<file path="config.mk">
export PLATFORM = sky130hd
export DESIGN_NAME = sram_like_slave
export DESIGN_NICKNAME = d
export VERILOG_FILES = /design/src/rtl/sram_like_slave.sv
export SDC_FILE = /design/constraint.sdc
export NUM_CORES = 1
export LEC_CHECK = 0
export BUFFER_PORTS_ARGS = -buffer_cell sky130_fd_sc_hd__buf_2
export CORE_ASPECT_RATIO = 0.6
export CORE_MARGIN = 3
export CORE_UTILIZATION = 39
export DETAILED_ROUTE_END_ITERATION = 8
export PLACE_DENSITY_LB_ADDON = 0.15
export SYNTH_ARGS = -nofsm -noshare
export SYNTH_HDL_FRONTEND = slang
export SYNTH_SLANG_ARGS = --single-unit
</file>
<file path="constraint.sdc">
create_clock -name clk -period 2.2 [get_ports clk]
set_input_delay 0.11 -clock clk [delete_from_list [all_inputs] [get_ports clk]]
set_output_delay 0.11 -clock clk [all_outputs]
set_load 0.01 [all_outputs]
</file>
<file path="src/rtl/sram_like_slave.sv">
// Responder end of the sram-like CPU memory protocol. It fronts a synchronous
// single-port SRAM and returns data_ok a programmable number of cycles after accept.
module sram_like_slave #(
  parameter int unsigned DELAY = 2
) (
  input  logic        clk,
  input  logic        resetn,
  input  logic        req,
  input  logic        wr,
  input  logic [1:0]  size,
  input  logic [31:0] addr,
  input  logic [31:0] wdata,
  output logic        addr_ok,
  output logic        data_ok,
  output logic [31:0] rdata,
  output logic        ram_en,
  output logic [3:0]  ram_wen,
  output logic [31:0] ram_addr,
  output logic [31:0] ram_wdata,
  input  logic [31:0] ram_rdata
);

  typedef enum logic {
    IDLE,
    BUSY
  } state_e;

  localparam logic [3:0] DelayCnt = 4'(DELAY);

  state_e      state_q;
  logic [3:0]  cnt_q;
  logic [31:0] rdata_q;

  logic        busy;
  logic        last;
  logic        firstBusy;
  logic        accept;
  logic [3:0]  mask;

  assign busy      = (state_q == BUSY);
  assign last      = busy && (cnt_q == DelayCnt);
  assign firstBusy = busy && (cnt_q == 4'd1);

  // A new request is taken when idle, or back-to-back in the completion cycle.
  assign addr_ok = resetn & req & (~busy | last);
  assign accept  = addr_ok;
  assign data_ok = resetn & last;

  always_comb begin
    mask = 4'b1111;
    case (size)
      2'd0:    mask = 4'b0001 << addr[1:0];
      2'd1:    mask = 4'b0011 << {addr[1], 1'b0};
      default: mask = 4'b1111;
    endcase
  end

  assign ram_en    = accept;
  assign ram_addr  = {addr[31:2], 2'b00};
  assign ram_wdata = wdata;
  assign ram_wen   = (resetn && wr) ? mask : 4'b0000;

  // SRAM data arrives during the first busy cycle; bypass it then, hold it after.
  assign rdata = firstBusy ? ram_rdata : rdata_q;

  always_ff @(posedge clk or negedge resetn) begin
    if (!resetn) begin
      state_q <= IDLE;
      cnt_q   <= 4'd0;
      rdata_q <= 32'd0;
    end else begin
      if (firstBusy) begin
        rdata_q <= ram_rdata;
      end
      if (state_q == IDLE) begin
        if (accept) begin
          state_q <= BUSY;
          cnt_q   <= 4'd1;
        end
      end else begin
        if (last) begin
          if (accept) begin
            state_q <= BUSY;
            cnt_q   <= 4'd1;
          end else begin
            state_q <= IDLE;
            cnt_q   <= 4'd0;
          end
        end else begin
          cnt_q <= cnt_q + 4'd1;
        end
      end
    end
  end

endmodule

</file>
; Word-level counts from Yosys, hierarchy flattened
; Index checks and enable logic that the tools add are counted.
[word_totals]
out_inout_bits = 103
elab_cells = 29
regBits = 37
inputBits = 102
[classes]
reduce_logical = 5
n_mux = 10
n_bitwise = 5
n_eq_ne = 3
addsub = 1
shift = 2
[op_table]
columns = op, n
row1 = 32-bit 2-to-1 mux, 1
row2 = 4-bit 2-to-1 mux, 4
row3 = 4-bit one-hot mux with 2 select lines, 1
row4 = "4-bit by 1-bit adder with 4-bit output, second input constant", 1
row5 = "4-bit by 1-bit == test with 1-bit output, second input constant", 1
row6 = "4-bit by 2-bit == test with 1-bit output, second input constant", 1
row7 = 1-bit 2-to-1 mux, 4
row8 = "1-bit by 2-bit << shifter with 4-bit output, first input constant", 1
row9 = "2-bit by 2-bit << shifter with 4-bit output, first input constant", 1
row10 = 1-bit bitwise AND, 3
row11 = 1-bit logical AND, 3
row12 = "2-bit by 1-bit == test with 1-bit output, second input constant", 1
row13 = 2-bit logical NOT, 1
row14 = 2-bit nonzero test, 1
row15 = 1-bit NOT, 1
row16 = 1-bit OR, 1

; Logic depth before layout (Yosys ltp)
; Gate-level depths: netlist of run 1.
[depth]
depth_word = 7
ltp_mapped = 6
ltp_nobuf = 5

; Worst setup path after synthesis of run 1
; No wires, ideal clock.
[synth_path]
path_type = register to output
startpoint = register cnt_q[0]
endpoint = output ram_en
t_required_ns = 2.090
path_buffers = 1
path_stages_with_launch = 7
arrival_ns = 1.432
setup_slack_ns = 0.658
path_cell_list = dfrtp_1 -> inv_1 -> ha_1 -> nand2b_1 -> o21ai_0 -> nor2b_1 -> buf_4
[synth_between]
elab_chain_len = 4
[synth_rtl]
columns = item, line_no
row1 = start: declaration, 31  ; logic [3:0] cnt_q;
row2 = start signal: assignment, 90  ; cnt_q <= cnt_q + 4'd1;
row3 = 4-bit by 2-bit == test with 1-bit output, 41  ; assign last = busy && (cnt_q == DelayCnt);
row4 = 1-bit logical AND, 41
row5 = 1-bit OR, 45  ; assign addr_ok = resetn & req & (~busy | last);
row6 = 1-bit bitwise AND, 45
row7 = end: declaration, 16  ; output logic ram_en,
; Every way passes these cells.

; Worst setup path in the final report of run 1
[layout_path]
startpoint = register state_q, in the netlist busy
endpoint = output rdata[27]
[layout_between]
elab_chain_len = 2
[layout_rtl]
columns = item, line_no
row1 = start: declaration, 30  ; state_e state_q;
row2 = start signal: assignment, 68  ; state_q <= IDLE;
row3 = start signal: assignment, 77  ; state_q <= BUSY;
row4 = start signal: assignment, 83  ; state_q <= BUSY;
row5 = 1-bit logical AND, 42  ; assign firstBusy = busy && (cnt_q == 4'd1);
row6 = 32-bit 2-to-1 mux, n/a
row7 = end: declaration, 15  ; output logic [31:0] rdata,
; Every way passes these cells.

==> reports/qor.yml, run 1 <==
vias: 1245
viasPerCell: 4.73
antenna_found_initial: 0
min_to: "rdata_q[13]"
grt_util_met2: 0.174
grt_pass1_vias: 1349
clock_latency_ps: 280
gp_congestion: 0.711
fin_nets: 304
crit_arrival_ps: 1870
ys_seq_elements: 37
tns_ps: 0
drtAntennaViolNets: 0
fp.dieArea_um2: 6210
finalHoldViolations: 0
diodes: 0
seq_area_frac_synth: 0.450
fill_cells: 462
grt_usage: 0.127
synth_cell_type_count: 19
root_buffer: "clkbuf_8"
wirelength_um: 3970
cap_viol_max_count: 0
hold_buffers: 1
ctsLongestPathBuffers: 2
syn_to_final_growth_pct: 4.50
hold_depth: 2
syn_avg_cell_area_um2: 11.5
hold_class: "in -> reg"
timing.rr.end: "cnt_q[0]"
grt.met1_usage: 0.138
cts_tree: "done"
hpwl_um: 3190
clock_sinks: 37
post-cts-setup-buffers: 0
core_area_um2: 4830
ys_warn_count: 0
cp_max_fo: 16
drtIter0Drc: 28
power.density_nw_per_um2: 1550
cts_resized: 0
grt_max_degree: 24
h-tree-depth: 2
io-pin-count: 205
max_freq_ghz: 0.504
r2r_slack_ps: 550
placed_cell_area_um2: 2020
start_util: 0.426
crit_type: "reg -> out"
hp-start: "ram_rdata[13]"
peakVddDrop_mv: 0.681
fp.dieW_um: 99.7
outcome: "finished, final reports clean"
top_usage_layer: "met2"
grt_pass1_wl_um: 6350
drive_above_1_share: 0.580
min_period_ps: 1980
met3_usage: 0.0917
power.leakage_uw: 0.00107
num_rows: 19
dr.pass1.iters: 4
avgRoutedWirePerCell_um: 15.1
grt.overflow.total: 0
drc: 0
synth_cells: 178
io_buffers: 78
rsz0062_at_grt: "false"
finalCritPeriodShare: 0.901
worstPathRequired_ps: 2090
skew_ps: 5.29
setup_viol_count_final: 0
startpoint_type: "register"
die-height_um: 62.2
endpoint_kind: "output pin"
r2r_cells: 5
rr_startpoint: "cnt_q[0]"
numCtsBuffers: 5
cts.clk_slew.worst_paths_ps: 70
slew_viol_final: 0
synth_area_um2: 2060
fin_area_um2: 2150
layer usage:
| layer | part of all wire | wire length [um] | vias to the layer above |
|---|---|---|---|
| met5 | 0 | 0 | - |
| met4 | 0.048 | 190 | 0 |
| met3 | 0.15 | 584 | 24 |
| met2 | 0.40 | 1610 | 80 |
| met1 | 0.40 | 1580 | 586 |
| li1 | - | - | 555 |
Yosys cell counts:
master,n,area [um^2]
mux2_1,6,67.6
and3b_1,1,8.76
nand2b_1,3,18.8
o21ai_0,8,40.0
mux2_2,27,304
nand2_1,6,22.5
nor2b_1,2,12.5
inv_1,4,15.0
buf_4,66,495
buf_6,3,33.8
nor2_1,2,7.51
dfrtp_1,37,926
conb_1,1,3.75
ha_1,3,37.5
nor2b_4,1,13.8
a21oi_1,5,25.0
a22oi_1,1,7.51
and4b_1,1,10.0
and3_1,1,6.26
cell type report:
cell class | count | area (um^2) | area share
inverters | 4 | 15.0 | 0.00699
clock buffers | 7 | 86.3 | 0.0402
multi-input cells | 69 | 589 | 0.274
flip-flops and latches | 37 | 926 | 0.431
repair buffers | 82 | 423 | 0.197
clock inverters | 1 | 30.0 | 0.0140
well taps | 63 | 78.8 | 0.0367
metrics by stage:
stage	instances	utilization	hold slack, ps	setup WS, ps	power (uW)
after floorplan	179	-	-186	658	2330
after global placement	254	0.419	100	530	2740
after detailed placement	254	0.419	97.1	504	2790
after CTS	263	0.445	61.4	188	3400
after global routing	263	0.445	65.2	46.8	3580
final	263	0.445	69.3	217	3330
how the worst max path moves through the flow:
stage                         from         to  slack, ps  cells after the start
after detailed placement      busy  rdata[30]        500                      5
after CTS                     busy  rdata[30]        190                      5
after global placement    cnt_q[0]   cnt_q[0]        530                      5
after global routing      cnt_q[0]     ram_en         50                      6
after floorplan           cnt_q[0]     ram_en        660                      6
final                         busy  rdata[27]        220                      5
flip-flops by register name, indices dropped and copies added (netlist names):
| name | flops |
|---|---|
| busy | 1 |
| rdata_q | 32 |
| cnt_q | 4 |
power breakdown:
group | internal (uW) | total, uW | switching, uW
clock | 369 | 584 | 215
sequential | 1030 | 1160 | 131
combinational | 786 | 1580 | 795
total | 2190 | 3330 | 1140
worst max-delay path, cell delays in order (launching register included):
cell     delay (ps)
dfrtp_1         430
nor2b_4         200
and3b_1         190
buf_4           250
mux2_2          380
buf_2           150
cells in the final DEF (no fill, tap or decap), types with 4 or more instances in the layout:
master	instances
mux2_2	27
a21oi_1	5
buf_2	78
o21ai_0	8
clkbuf_8	6
nand2_1	6
dfrtp_1	37
inv_1	4
mux2_1	6
cell families after synthesis:
family                     Yosys count  synth area share
other                                1           0.00182
muxes                               33             0.181
DFF                                 37             0.450
and+or+nand+nor                     17            0.0487
adders and majority gates            3            0.0183
AOI/OAI and AO/OA                   14            0.0353
buffers and inverters               73             0.265
(Power assumes the default switching activity.)
==> run 2: changes to the inputs <==
==> constraint.sdc (replaced) <==
create_clock -name clk -period 2.47 [get_ports clk]
set_input_delay 0.1235 -clock clk [delete_from_list [all_inputs] [get_ports clk]]
set_output_delay 0.1235 -clock clk [all_outputs]
set_load 0.01 [all_outputs]
==> reports/qor.yml, run 2 (same netlist as run 1, synthesis figures left out) <==
rsz0062_at_grt: "false"
power.density_nw_per_um2: 1390  # -10%
fin_ws_ps: 489  # +271 ps
skew_ps: 5.94  # +0.644 ps
drtIter0Drc: 30  # +7.1%
core_area_um2: 4830  # unchanged
slowest_stage: "dfrtp_1"
endpoint_kind: "output pin"
switchingPower_uw: 1030  # -9.4%
syn_to_final_growth_pct: 4.50  # unchanged
path_cells: "inv_1 -> ha_1 -> and3b_1 -> buf_4 -> mux2_2 -> buf_2"
layout_commonest_cell: "buf_2"
cap_viol_max_count: 0  # unchanged
setup_viol_count_final: 0  # unchanged
worst_pin_slew_ps: 527
numCtsBuffers: 5  # unchanged
fill_cells: 468  # +1.3%
io_buffers: 78  # unchanged
fp.dieW_um: 99.7  # unchanged
grt_usage: 0.136  # +0.00973
fin_nets: 304  # unchanged
start_util: 0.426  # unchanged
grt.overflow.total: 0  # unchanged
grt_pass1_vias: 1366  # +1.3%
cts_resized: 0  # unchanged
power_frac_clock: 0.181  # +0.005
drc: 0  # unchanged
clock_latency_ps: 280  # about the same
io-pin-count: 205  # unchanged
h-tree-depth: 2  # unchanged
tns_ps: 0  # unchanged
grt_pass1_wl_um: 6650  # +4.7%
die-height_um: 62.2  # unchanged
drtAntennaViolNets: 0  # unchanged
crit_type: "reg -> out"
startpoint_type: "register"
gp_congestion: 0.729  # +2.5%
min_period_ps: 1980
peakVddDrop_mv: 0.634  # -6.9%
dp.cells: 254  # unchanged
cp_max_fo: 16  # unchanged
p_seq_frac: 0.346  # -0.003
cts.clk_slew.worst_paths_ps: 70  # about the same
avgRoutedWirePerCell_um: 16.0  # +5.8%
seqCellArea_um2: 926  # unchanged
crit_buf_inv: 3  # +1
ctsLongestPathBuffers: 2  # unchanged
clock_sinks: 37  # unchanged
slew_viol_final: 0  # unchanged
dr.pass1.iters: 4  # unchanged
root_buffer: "clkbuf_8"
max_freq_ghz: 0.505
worstPathRequired_ps: 2350  # +260 ps
post-route-util: 0.445  # unchanged
swShare: 0.347  # +0.00377
hpwl_um: 3240  # +1.6%
final_cell_mix: "78 x buf_2, 37 x dfrtp_1, 27 x mux2_2"
power.leakage_uw: 0.00107  # unchanged
hold_class: "in -> reg"
antenna_found_initial: 0  # unchanged
outcome: "finished, final reports clean"
largest_reg_flops: 32  # unchanged
cp_top_family: "buffers and inverters"
viasPerCell: 4.85  # +2.4%
power.internal_uw: 1950  # -11%
multi_input_area_um2: 589  # unchanged
wirelength_um: 4200  # +5.8%
whs_ps: 78.6  # +9.28 ps
p_comb_frac: 0.473  # -0.002
largest-register: "rdata_q"
num_rows: 19  # unchanged
finalCritPeriodShare: 0.802
dp_slack_ps: 792  # +288 ps
crit_arrival_ps: 1860  # about the same
r2r_slack_ps: 790  # +240 ps
drive_above_1_share: 0.580  # unchanged
slew-limit-headroom: 0.645
diodes: 0  # unchanged
fp.dieArea_um2: 6210  # unchanged
cts_tree: "done"
vias: 1275  # +2.4%
final_cells: 263  # unchanged
finalHoldViolations: 0  # unchanged
cp_slowest_stage_delay_ps: 430  # about the same
grt_max_degree: 24  # unchanged
==> run 2: cell counts in the layout (fill, tap and decap cells not counted) <==
Identical to the previous run, type by type.
==> run 2: final timing paths <==
check	depth (start not counted)	endpoint	start
min reg2reg	1	rdata_q[11]	rdata_q[11]
max	6	rdata[31]	cnt_q[1]
min in group asynchronous	2	rdata_q[29]	resetn
max in group asynchronous	3	cnt_q[1]	resetn
max reg2reg	5	cnt_q[0]	cnt_q[0]
min	2	rdata_q[6]	ram_rdata[6]
==> run 2: area by class of cell <==
cell class,count,share of cell area
multi-input cells,69,0.274
repair buffers,82,0.197
flip-flops and latches,37,0.431
clock buffers,7,0.0402
well taps,63,0.0367
clock inverters,1,0.0140
inverters,4,0.00699
==> run 2: timing repair <==
action | CTS | global route
hold endpoints to repair | 18 | 0
setup buffers | 0 | 0
hold buffers | 1 | 0
==> run 2: worst reg2reg max path: stages (launching register included) <==
cell and delay, ps:
dfrtp_1 430, inv_1 90, ha_1 170, nand2b_1 60
o21ai_0 430, mux2_2 390
==> run 2: through the flow <==
step | power, uW | instance area [um^2]
global placement | 2440 | 2020
global route | 3210 | 2150
detailed placement | 2480 | 2020
CTS | 3040 | 2150
floorplan | 2070 | 2060
finish | 2980 | 2150
==> run 2: power groups by stage <==
stage | logic (uW) | clock network [uW] | registers, uW
after floorplan | 1070 | 0 | 1000
after global placement | 1410 | 0 | 1030
after detailed placement | 1440 | 0 | 1040
after CTS | 1440 | 560 | 1040
after global routing | 1560 | 587 | 1070
final | 1410 | 538 | 1030
==> run 2: per-layer routing <==
| metal | vias to the layer above | global-route usage | routed length, um |
|---|---|---|---|
| li1 | 556 | - | - |
| met2 | 81 | 0.180 | 1680 |
| met4 | 0 | 0.0920 | 217 |
| met1 | 608 | 0.157 | 1710 |
| met5 | - | 0 | 0 |
| met3 | 30 | 0.0906 | 589 |
==> run 3: changes to the inputs <==
--- a/config.mk
+++ b/config.mk
@@ -5,10 +5,11 @@
 export SDC_FILE = /design/constraint.sdc
 export NUM_CORES = 1
 export LEC_CHECK = 0
+export ABC_AREA = 1
 export BUFFER_PORTS_ARGS = -buffer_cell sky130_fd_sc_hd__buf_2
 export CORE_ASPECT_RATIO = 0.6
 export CORE_MARGIN = 3
-export CORE_UTILIZATION = 39
+export CORE_UTILIZATION = 38
 export DETAILED_ROUTE_END_ITERATION = 8
 export PLACE_DENSITY_LB_ADDON = 0.15
 export SYNTH_ARGS = -nofsm -noshare
==> constraint.sdc (replaced) <==
create_clock -name clk -period 2 [get_ports clk]
set_input_delay 0.1 -clock clk [delete_from_list [all_inputs] [get_ports clk]]
set_output_delay 0.1 -clock clk [all_outputs]
set_load 0.01 [all_outputs]
==> reports/qor.yml, run 3 <==
clock_sinks: 37  # unchanged
outcome: "finished, final reports clean"
endpoint_kind: "output pin"
num_rows: 21  # +2
final_cell_mix: "78 x buf_2, 44 x nand2_1, 40 x inv_1"
skew_ps: 7.26  # +1.33 ps
fin_area_um2: 2380  # +11%
grt_pass1_wl_um: 6760  # +1.7%
yosysTopAreaCell: "dfrtp_1"
synth_top_family_by_area: "buffers and inverters"
core_area_um2: 5650  # +17%
gp_congestion: 0.734  # +0.67%
synth.area.mux_share: 0  # -0.181
grt_pass1_vias: 1357  # -0.66%
numCtsBuffers: 5  # unchanged
startpoint_type: "register"
dr.pass1.iters: 4  # unchanged
io-pin-count: 205  # unchanged
synth-adder-area-share: 0.0167  # -0.00158
cts_tree: "done"
avgRoutedWirePerCell_um: 11.6  # -27%
ys_warn_count: 0  # unchanged
hpwl_um: 3160  # -2.5%
syn_to_final_growth_pct: 5.78
drc: 0  # unchanged
post-route-util: 0.421  # -0.0237
peakVddDrop_mv: 0.592  # -6.6%
placed_cell_area_um2: 2240  # +11%
drtIter0Drc: 65  # +120%
finalHoldViolations: 0  # unchanged
fin_ws_ps: 269  # -220 ps
netlist_top_cells_count: "65 x buf_4, 44 x nand2_1, 40 x inv_1"
cap_viol_max_count: 0  # unchanged
max_freq_ghz: 0.578
cp_max_fo: 24  # +8
crit_arrival_ps: 1630  # -230 ps
synth_cells: 250  # +40%
grt.overflow.total: 0  # unchanged
power.leakage_uw: 0.00137  # +28%
p_total_uw: 3890  # +31%
rsz0062_at_grt: "false"
min_period_ps: 1730
drive_above_1_share: 0.463  # -0.117
synth_edf_count: 0  # unchanged
syn_avg_cell_area_um2: 9.00  # -22%
largest-register: "rdata_q"
crit_type: "reg -> out"
cts.clk_slew.worst_paths_ps: 70  # about the same
power.density_nw_per_um2: 1640  # +18%
synth_cell_type_count: 18  # -1
vias: 1452  # +14%
io_buffers: 78  # unchanged
root_buffer: "clkbuf_8"
dp_slack_ps: 409  # -384 ps
ctsLongestPathBuffers: 2  # unchanged
tns_ps: 0  # unchanged
clock_latency_ps: 290  # about the same
synthXorXnorAreaFrac: 0.00389  # +0.00389
synthTopCellsByArea: "dfrtp_1 41%, buf_4 22%, o21ai_2 12%, nand2_1 7.3%, inv_1 6.7%"
setup_viol_count_final: 0  # unchanged
viasPerCell: 4.13  # -15%
multi_input_area_um2: 618  # +4.9%
slew_viol_final: 0  # unchanged
antenna_found_initial: 0  # unchanged
hold_class: "in -> reg"
largest_reg_flops: 32  # unchanged
synth_area_um2: 2250  # +9.5%
diodes: 0  # unchanged
fp.dieW_um: 105  # +5.6%
die-height_um: 65.6  # +5.4%
seqCellArea_um2: 926  # unchanged
worstPathRequired_ps: 1900  # -450 ps
fp.dieArea_um2: 6910  # +11%
synth_compound_area_frac: 0.147  # +0.111
start_util: 0.398  # -0.0275
finalCritPeriodShare: 0.866
ys.flop_type: "dfrtp_1"
drtAntennaViolNets: 0  # unchanged
ys_seq_elements: 37  # unchanged
synthSimpleGateAreaFrac: 0.104  # +0.0553
fin_nets: 376  # +24%
seq_area_frac_synth: 0.411  # -0.0391
grt_max_degree: 28  # +17%
layout_commonest_cell: "buf_2"
synth_most_common_cell: "buf_4"
synthArstFlopShare: 1.00  # unchanged
wirelength_um: 4090  # -2.5%
grt_usage: 0.125  # -0.0118
synth_top_area_share: 0.411  # -0.0391
fill_cells: 602  # +29%
h-tree-depth: 2  # unchanged
run 3: what timing repair did:
| action | CTS | global route |
|---|---|---|
| endpoints found under the setup margin | 0 | 8 |
| hold buffers | 1 | 0 |
| resized for setup | 0 | 0 |
| endpoints found under the hold margin | 10 | 0 |
| setup buffers | 0 | 2 |
run 3: worst max-delay path, cell delays in order, from the launching register on:
cell and delay [ps]:
dfrtp_1 430, inv_1 70, ha_1 180, nand3_4 140, buf_12 210, o21ai_2 160
buf_2 160
run 3: area by class of cell:
type	instances	area share
well taps	80	0.0420
flip-flops and latches	37	0.389
clock buffers	7	0.0363
multi-input cells	102	0.260
inverters	40	0.0631
clock inverters	1	0.0126
repair buffers	85	0.198
run 3: cells by family after synthesis:
group | after synthesis
DFF | 37
other | 1
xor gates and xnor gates | 1
adders and majority gates | 3
AOI/OAI and AO/OA | 42
buffers and inverters | 112
and+or+nand+nor | 54
run 3: stage by stage:
step	hold WS, ps	cells
floorplan	-196	251
global placement	7.64	341
detailed placement	9.52	341
CTS	35.2	350
global route	55.2	352
finish	43.7	352
run 3: final timing paths:
kind / cells after the start / endpoint / startpoint / slack [ps]
setup / recovery: 6 / rdata[6] / cnt_q[1] / 270
hold / removal: 3 / busy / req / 40
setup reg to reg: 6 / rdata_q[6] / cnt_q[1] / 700
hold reg to reg: 2 / rdata_q[23] / rdata_q[23] / 470
max in group asynchronous: 3 / rdata_q[30] / resetn / 1070
min in group asynchronous: 2 / cnt_q[2] / resetn / 280
run 3: power breakdown:
group | leakage (uW) | internal, uW | switching [uW]
clock | 0.0000585 | 407 | 263
sequential | 0.000455 | 1110 | 149
combinational | 0.000861 | 818 | 1150
run 3: layer usage:
| metal | GRT usage | share of wire |
|---|---|---|
| met1 | 0.179 | 0.50 |
| met3 | 0.0775 | 0.13 |
| met5 | 0 | 0 |
| met2 | 0.148 | 0.36 |
| met4 | 0.0360 | 0.0068 |
